### config.mk
export PLATFORM = sky130hd
export DESIGN_NAME = keypad_scanner
export DESIGN_NICKNAME = d
export VERILOG_FILES = /design/src/rtl/keypad_scanner.sv
export SDC_FILE = /design/constraint.sdc
export NUM_CORES = 1
export LEC_CHECK = 0
export CAP_MARGIN = 0
export CORE_AREA = 2 2 78 155
export CTS_CLUSTER_DIAMETER = 120
export DETAILED_ROUTE_END_ITERATION = 10
export DIE_AREA = 0 0 80 157
export SYNTH_ARGS = -nofsm -noshare
export SYNTH_HDL_FRONTEND = slang
export SYNTH_SLANG_ARGS = --single-unit
### constraint.sdc
create_clock -name clock -period 3 [get_ports clock]
set_input_delay 0.3 -clock clock [delete_from_list [all_inputs] [get_ports clock]]
set_output_delay 0.3 -clock clock [all_outputs]
set_load 0.005 [all_outputs]
### src/rtl/keypad_scanner.sv
// keypad_scanner: row-scanned key matrix with full-scan debounce and a key-event FIFO
module keypad_scanner #(
  parameter int ROWS = 4,
  parameter int COLS = 3,
  parameter int SETTLE = 4,
  parameter int DEBOUNCE = 3,
  parameter int FIFO_DEPTH = 4,
  localparam int N = ROWS * COLS,
  localparam int KW = (N > 1) ? $clog2(N) : 1
) (
  input  logic            clock,
  input  logic            reset,
  input  logic [COLS-1:0] column,
  output logic [ROWS-1:0] row,
  output logic [N-1:0]    state,
  output logic            ev_valid,
  input  logic            ev_ready,
  output logic [KW-1:0]   ev_code,
  output logic            ev_press,
  output logic            overflow,
  input  logic            ov_clear
);
  localparam int RW = (ROWS > 1) ? $clog2(ROWS) : 1;
  localparam int SW = (SETTLE > 1) ? $clog2(SETTLE) : 1;
  localparam int CW = $clog2(DEBOUNCE + 1);
  localparam int AW = $clog2(FIFO_DEPTH);
  logic [RW-1:0] r, r_nxt;
  logic [SW-1:0] s;
  logic [N-1:0]  raw, last, snap, diff, diff_nxt;
  logic [CW-1:0] cnt, cnt_nxt;
  logic          sample, scan_end, commit, emit, full, pop, wr, drop;
  logic [KW-1:0] k;
  logic [AW:0]   wptr, rptr;
  logic [KW:0]   mem [FIFO_DEPTH];
  always_comb begin
    sample = s == SW'(SETTLE - 1);
    scan_end = sample && r == RW'(ROWS - 1);
    r_nxt = sample ? (scan_end ? '0 : r + 1'b1) : r;
    snap = raw;
    snap[r*COLS +: COLS] = column;
    cnt_nxt = snap != last ? CW'(1) : (cnt == CW'(DEBOUNCE) ? cnt : cnt + 1'b1);
    commit = scan_end && cnt_nxt == CW'(DEBOUNCE) && snap != state;
    k = '0;
    for (int i = N - 1; i >= 0; i--) if (diff[i]) k = KW'(i);
    diff_nxt = diff & ~(N'(1) << k);
    full = wptr == (rptr ^ (AW + 1)'(FIFO_DEPTH));
    ev_valid = wptr != rptr;
    pop = ev_valid && ev_ready;
    wr = emit && (!full || pop);
    drop = emit && full && !pop;
    {ev_code, ev_press} = ev_valid ? mem[rptr[AW-1:0]] : '0;
  end
  always_ff @(posedge clock or posedge reset) begin
    if (reset) begin
      r <= '0;
      s <= '0;
      row <= ROWS'(1);
      raw <= '0;
      last <= '0;
      cnt <= '0;
      state <= '0;
      emit <= 1'b0;
      diff <= '0;
      wptr <= '0;
      rptr <= '0;
      overflow <= 1'b0;
    end else begin
      s <= sample ? '0 : s + 1'b1;
      r <= r_nxt;
      row <= ROWS'(1) << r_nxt;
      if (sample) raw <= snap;
      if (scan_end) begin
        cnt <= cnt_nxt;
        last <= snap;
      end
      if (commit) begin
        state <= snap;
        diff <= state ^ snap;
        emit <= 1'b1;
      end else if (emit) begin
        diff <= diff_nxt;
        emit <= |diff_nxt;
      end
      if (wr) wptr <= wptr + 1'b1;
      if (pop) rptr <= rptr + 1'b1;
      overflow <= drop | (overflow & ~ov_clear);
    end
  end
  // state already holds the committed snapshot while emitting, so it supplies the press bit
  always_ff @(posedge clock) begin
    if (wr) mem[wptr[AW-1:0]] <= {k, state[k]};
  end
endmodule
==> impl_metrics.ini <==
[synthesis]
netlist.area_leader.share_pct = 36.58
synth_top_family_by_area = compound AO/OA/AOI/OAI gates
synth_fa_ha_area_share_pct = 3.095
synth_top_area_cell = dfrtp_1
synthTopCellsByCount = dfrtp_1 (65), nand2_1 (27), xnor2_1 (27)
synth_seq_cells = 86
synth_area_leaders = dfrtp_1 (37%), edfxtp_1 (14%), xnor2_1 (5.3%)
synth_xor_area_share_pct = 6.106
syn_inst = 389
synth_compound_area_share_pct = 13.45
yosysSeqAreaShare_pct = 50.68
synth_top_flop_cell = dfrtp_1
async_flop_share_pct = 76.74
ys_types = 61
synth_nets = 407
avgSynthCellArea_um2 = 11.43
ys_warn_count = 0
synth_edf_count = 20
synth_simple_gate_area_share_pct = 12.49
yosysMostFrequentCell = dfrtp_1
synth_mux_area_share_pct = 9.229
syn_area_mm2 = 0.004447

[sta]
worst_pin_slew_ps = 748.5
hold_violations = 0
setup_viol = 0
fin_crit_sh_pct = 98.20
whs_ps = 332.0
drv_slew = 0
fin_tns_setup_ps = 0
relSlewSlack_pct = 49.72
period_needed_ps = 2946
clock.fmax_mhz = 339.4
clock_skew_ps = 5.581
worst_slack_ps = 53.98

[critical_path]
path_class = register to register
worst_setup_path_end_kind = register
cp-endpoint = state[11]
timing.rr.end = state[11]
ff2ff_path_depth = 11
crit_arrival_ps = 3170
r2r-start = r[0]
critPathRequiredTime_ps = 3220
crit_start = r[0]
cp-start-kind = register
crit_fanout = 6
reg2reg_slack_ps = 50

[clocking]
worst_skew_pair.late_latency_ps = 340
cts_hold_buf = 0
cts_buffers = 9
cts_max_level = 3
cts_tree = done
root_buffer = clkbuf_16
cts_sinks = 86
cts.path.max_buffers = 2
clkSlewWorstSetupHoldPaths_ps = 60

[power_and_ir_drop]
power_density_mw_per_mm2 = 545.5
p_total_mw = 3.034
vdd.ir_drop.worst_v = 0.0004350
power.leakage_nw = 2.472

[finish]
diodes = 0
post-route-util_pct = 49.29
fin_nets = 471
n_fill_cell = 1058
drive_above_1_share_pct = 22.05
syn_to_final_growth_pct = 25.10

[floorplan]
num_rows = 55
die_area_mm2 = 0.01256
dieWidth_um = 80
ios = 30
coreArea_mm2 = 0.01129
die_h_um = 157
initial_core_util_pct = 39.40

[drt]
firstDrtPassIters = 4
routed_wl_um = 10480
routedWlPerCell_um = 17.47
drt_iter0_markers = 186
drc = 0
via_per_inst = 5.258
ant_nets = 0
via_count = 3155

[run]
maxCapViolations = 0

[grt]
grt_max_degree = 67
grt_pass1_vias = 3298
grt_pass1_wl_um = 16740
grt_antenna_before_repair = 0
track_usage_pct = 18.00
overflow = 0

[place]
place_congestion = 0.8783
dp_slack_ps = -24.37
port-buffer-count = 29
dp_hpwl_um = 8039

[worst_hold_path]
hold_path.class = input pin to async pin

[outcome]
status = finished clean
==> flip-flops by register name, summed over array words and instances, names as in the netlist <==
signal	flops
wptr	3
raw	12
emit	1
s	2
last	12
row	4
mem	20
overflow	1
r	2
diff	12
cnt	2
state	12
rptr	3
==> how the worst min path moves through the flow <==
stage,startpoint,to,depth (start not counted)
6_report,reset,rptr[2],3
5_1_grt,reset,rptr[2],3
4_1_cts,reset,state[9],3
3_5_place_dp,s[0],s[0],1
3_3_place_gp,s[0],s[0],1
2_1_floorplan,ov_clear,overflow,1
==> logic make-up after synthesis <==
family | Yosys count
compound gates | 81
fa+ha+maj | 11
xor+xnor | 31
mux | 32
simple gates | 103
buf+inv | 45
flops | 86
==> area by class of cell <==
class / instances / area (um^2) / share of cell area [%]
clock buffer: 12 / 277.8 / 4.993
clock inverter: 4 / 51.30 / 0.9222
inverter: 30 / 112.6 / 2.024
multi-input combinational: 258 / 2049 / 36.84
sequential: 86 / 2253 / 40.51
tap: 142 / 177.7 / 3.194
timing repair buffer: 68 / 640.6 / 11.52
==> critical path, cell delays in order, from the launching register on <==
cell	delay [ps]
dfrtp_1	390
inv_2	100
buf_4	130
ha_2	200
and4bb_4	310
a21oi_4	80
xnor2_1	130
nor4_2	460
nand3_1	170
or3_4	420
buf_6	150
mux2_4	290
==> what timing repair did <==
action	CTS	global route
endpoints found under the setup margin	20	24
gates cloned	0	1
gates resized for setup	3	14
pin swaps	2	10
hold endpoints to repair	0	0
setup buffers	0	2
==> where the power goes <==
| group | leakage [nW] | internal, mW | total [mW] | switching (mW) |
|---|---|---|---|---|
| Sequential | 0.990 | 1.25 | 1.35 | 0.0954 |
| Clock | 0.160 | 0.741 | 1.20 | 0.459 |
| Combinational | 1.32 | 0.287 | 0.488 | 0.201 |
| Total | 2.47 | 2.28 | 3.03 | 0.755 |
==> through the flow <==
| step | cell area [um^2] | instances |
|---|---|---|
| after CTS | 5449 | 597 |
| after floorplan | 4447 | 389 |
| after detailed placement | 5102 | 581 |
| after global routing | 5563 | 600 |
| final | 5563 | 600 |
| after global placement | 5102 | 581 |
==> layer usage <==
metal / GRT usage (%) / share of wire (%)
met4: 10.82 / 6.0
met2: 34.56 / 59
met1: 16.88 / 33
met3: 3.268 / 2.4
met5: 0 / 0
==> cell usage in the layout, fill, tap and decap left out, types with 2 or more instances in the layout <==
master and instances:
a21oi_1 15, a21oi_2 2, a22o_1 6, a31oi_1 5, a31oi_2 2, a31oi_4 3
and3_1 2, buf_12 2, buf_4 33, buf_6 2, clkbuf_16 11, clkbuf_8 2
clkdlybuf4s50_1 29, dfrtp_1 65, edfxtp_1 20, ha_1 7, ha_2 3, inv_1 23
inv_2 7, mux2_4 5, mux2i_1 20, mux4_2 5, nand2_1 27, nand3_1 5
nand4_1 3, nor2_1 23, nor2b_1 20, nor3_1 5, nor4_1 2, nor4_2 3
o211ai_1 2, o21a_1 3, o21ai_0 20, o21ai_1 4, o311ai_1 2, o31ai_1 3
or3_1 3, or4_1 2, xnor2_1 26, xor2_1 3
(Power assumes the default switching activity.)
==> variant: new RTL, same settings <==
Register the output `overflow` once more, with the module's reset; this adds one clock of latency there. The other outputs are not delayed to match.
--- a/src/rtl/keypad_scanner.sv
+++ b/src/rtl/keypad_scanner.sv
@@ -24,6 +24,8 @@
   localparam int SW = (SETTLE > 1) ? $clog2(SETTLE) : 1;
   localparam int CW = $clog2(DEBOUNCE + 1);
   localparam int AW = $clog2(FIFO_DEPTH);
+
+  logic overflow_s0;
   logic [RW-1:0] r, r_nxt;
   logic [SW-1:0] s;
   logic [N-1:0]  raw, last, snap, diff, diff_nxt;
@@ -63,7 +65,7 @@
       diff <= '0;
       wptr <= '0;
       rptr <= '0;
-      overflow <= 1'b0;
+      overflow_s0 <= 1'b0;
     end else begin
       s <= sample ? '0 : s + 1'b1;
       r <= r_nxt;
@@ -83,11 +85,19 @@
       end
       if (wr) wptr <= wptr + 1'b1;
       if (pop) rptr <= rptr + 1'b1;
-      overflow <= drop | (overflow & ~ov_clear);
+      overflow_s0 <= drop | (overflow_s0 & ~ov_clear);
     end
   end
   // state already holds the committed snapshot while emitting, so it supplies the press bit
   always_ff @(posedge clock) begin
     if (wr) mem[wptr[AW-1:0]] <= {k, state[k]};
   end
+  always_ff @(posedge clock or posedge reset) begin
+    if (reset) begin
+      overflow <= '0;
+    end else begin
+      overflow <= overflow_s0;
+    end
+  end
+
 endmodule
Formal check against the unedited RTL: no difference found for any inputs over 10 cycles, from zero or initial values and one cycle with reset high; that may be too few to reach the edited logic, so the function may still have changed.
==> variant against the unedited design <==
- die area unchanged
- design area decreased by 3.2%
- highest routed layer unchanged
- setup slack improved by 0.031 ns
- sequential cell count increased by 1
- routed wire length decreased by 4.2%
- largest cell class unchanged
- count of clock-buffer cells in the layout unchanged
- total power decreased by 4.7%
- synthesized area increased by 0.14%
- global-route usage decreased by 0.77 points
==> variant: results (changes against the unedited design) <==
* Async S/R FF share, synth at 0.770 (was 0.767)
* PortBufs at 29 (unchanged)
* CTS Buf Count at 9 (unchanged)
* Setup TNS at 0 ns (unchanged)
* Leakage at 2.31 nW (was 2.47 nW)
* Status: completed (unchanged)
* Top Layer Used: met4 (unchanged)
* Max VDD drop at 0.000506 V (was 0.000435 V)
* Post-synthesis net count at 410 (was 407)
* Vias in the first global route at 3227 (was 3298)
* Largest register FFs at 20 (unchanged)
* Crit path from: r[1]$_DFF_PP0_ (was r[0]$_DFF_PP0_)
* Via count at 3052 (was 3155)
* Final hold slack at 0.379 ns (was 0.332 ns)
* Actual slew at the worst max-slew pin at 0.716 ns (was 0.748 ns)
* Synth area leaders: dfrtp_1 (37%), edfxtp_1 (13%), xnor2_1 (5.9%), mux2i_1 (5.6%), nor2b_1 (3.4%) (was dfrtp_1 (37%), edfxtp_1 (14%), xnor2_1 (5.3%), mux2i_1 (4.5%), ha_1 (3.1%))
* Cell family with most CP delay: simple AND/OR/NAND/NOR gates (unchanged)
* First-pass GRT wire length at 16200 um (was 16700 um)
* Clock Path Buffers at 2 (unchanged)
* CP Max Fanout at 11 (was 6)
* Worst-case reg-to-reg path depth at 11 (unchanged)
* Root buf cell: clkbuf_16 (unchanged)
* Met3 Wirelength at 216 um (was 247 um)
* Slowest stage delay, CP at 0.43 ns (was 0.46 ns)
* Sequential share of the synthesized area at 0.512 (was 0.507)
* Fin nets at 456 (was 471)
* Drt wl/cell at 17.2 um (was 17.5 um)
* Post-synth cell types at 55 (was 61)
* 1st-iter DRT viols at 114 (was 186)
* Gr usage total at 0.172 (was 0.180)
* Switch share at 0.259 (was 0.249)
* WHS Endpoint: overflow$_DFF_PP0_
* Yosys warning total at 0 (unchanged)
* Worst path slowest cell: or3_4 (was nor4_2)
* Post-detail-place hpwl at 7860 um (was 8040 um)
* Clk Latency, worst-skew pair at 0.33 ns
* Largest net degree at the start of global routing at 38 (was 67)
* FILL cells at 1048 (was 1058)
* Worst min path class: flop to flop (was input pin to asynchronous set/reset pin)
* Setup Skew at 0.00713 ns (was 0.00558 ns)
* Metal-1 WL at 3340 um (was 3470 um)
* Diode count at 0 (unchanged)
* Synth cell count leaders: dfrtp_1 (66), xnor2_1 (30), nand2_1 (27) (was dfrtp_1 (65), nand2_1 (27), xnor2_1 (27))
* Reg-to-Reg End: diff[1]$_DFFE_PP0P_ (was state[11]$_DFFE_PP0P_)
* Hold depth at 0
* Met2 wire len at 6070 um (was 6130 um)
* Register-to-Register Setup Slack at 0.09 ns (was 0.05 ns)
* Share of cells above drive strength 1 at 0.172 (was 0.221)
* GPL Wtd Cong at 0.851 (was 0.878)
-- variant: final cells by class --
class | count | share of cell area
Sequential cell | 87 | 0.423
Multi-Input combinational cell | 262 | 0.384
Timing Repair Buffer | 52 | 0.0920
Clock buffer | 12 | 0.0439
Tap cell | 142 | 0.0330
Inverter | 26 | 0.0181
Clock inverter | 4 | 0.00557
-- variant: repair_timing --
| action | in CTS | in global routing |
|---|---|---|
| gates cloned | 0 | 0 |
| pin swaps | 2 | 5 |
| endpoints found under the setup margin | 16 | 22 |
| buffers inserted | 1 | 2 |
| hold buffers | 0 | 0 |
| resized for setup | 7 | 13 |
-- variant: power groups by stage --
| stage | Sequential [mW] | Combinational, mW | Clock (mW) |
|---|---|---|---|
| floorplan | 1.33 | 0.371 | 0 |
| global placement | 1.38 | 0.515 | 0 |
| detailed placement | 1.39 | 0.532 | 0 |
| CTS | 1.36 | 0.534 | 1.03 |
| global route | 1.38 | 0.593 | 1.09 |
| finish | 1.36 | 0.524 | 1.01 |
-- variant: stage by stage --
stage | setup WS, ns | instance area [sq um] | total power [mW] | std cells | util
6_report | 0.0852 | 5390 | 2.89 | 585 | 0.477
4_1_cts | 0.00120 | 5310 | 2.93 | 583 | 0.470
5_1_grt | -0.0321 | 5390 | 3.06 | 585 | 0.477
2_1_floorplan | 0.0891 | 4450 | 1.70 | 392 | -
3_3_place_gp | 0.0360 | 4990 | 1.90 | 566 | 0.442
3_5_place_dp | -0.0579 | 4990 | 1.92 | 566 | 0.442
-- variant: how the worst max path moves through the flow --
stage,to,depth (start not counted)
6_report,diff[1]$_DFFE_PP0P_,11
5_1_grt,diff[1]$_DFFE_PP0P_,12
4_1_cts,diff[1]$_DFFE_PP0P_,11
3_5_place_dp,diff[1]$_DFFE_PP0P_,10
3_3_place_gp,diff[0]$_DFFE_PP0P_,10
2_1_floorplan,diff[0]$_DFFE_PP0P_,10
-- variant: per-layer routing --
layer	up-vias	GRT usage
met5	-	0
met4	0	0.0807
met3	25	0.0292
met2	59	0.341
met1	1500	0.164
li1	1468	-
-- variant: kinds of logic (layout without fill, tap and decap cells) --
kind of cell / Yosys count / in the layout / synth area share
adder cells (fa/ha/maj): 13 / 13 / 0.0354
XOR/XNOR: 31 / 31 / 0.0610
AND/OR/NAND/NOR: 106 / 106 / 0.126
AO/OA/AOI/OAI: 77 / 77 / 0.124
flip-flops: 87 / 87 / 0.512
buffers and inverters: 43 / 94 / 0.0455
multiplexers: 35 / 35 / 0.0958
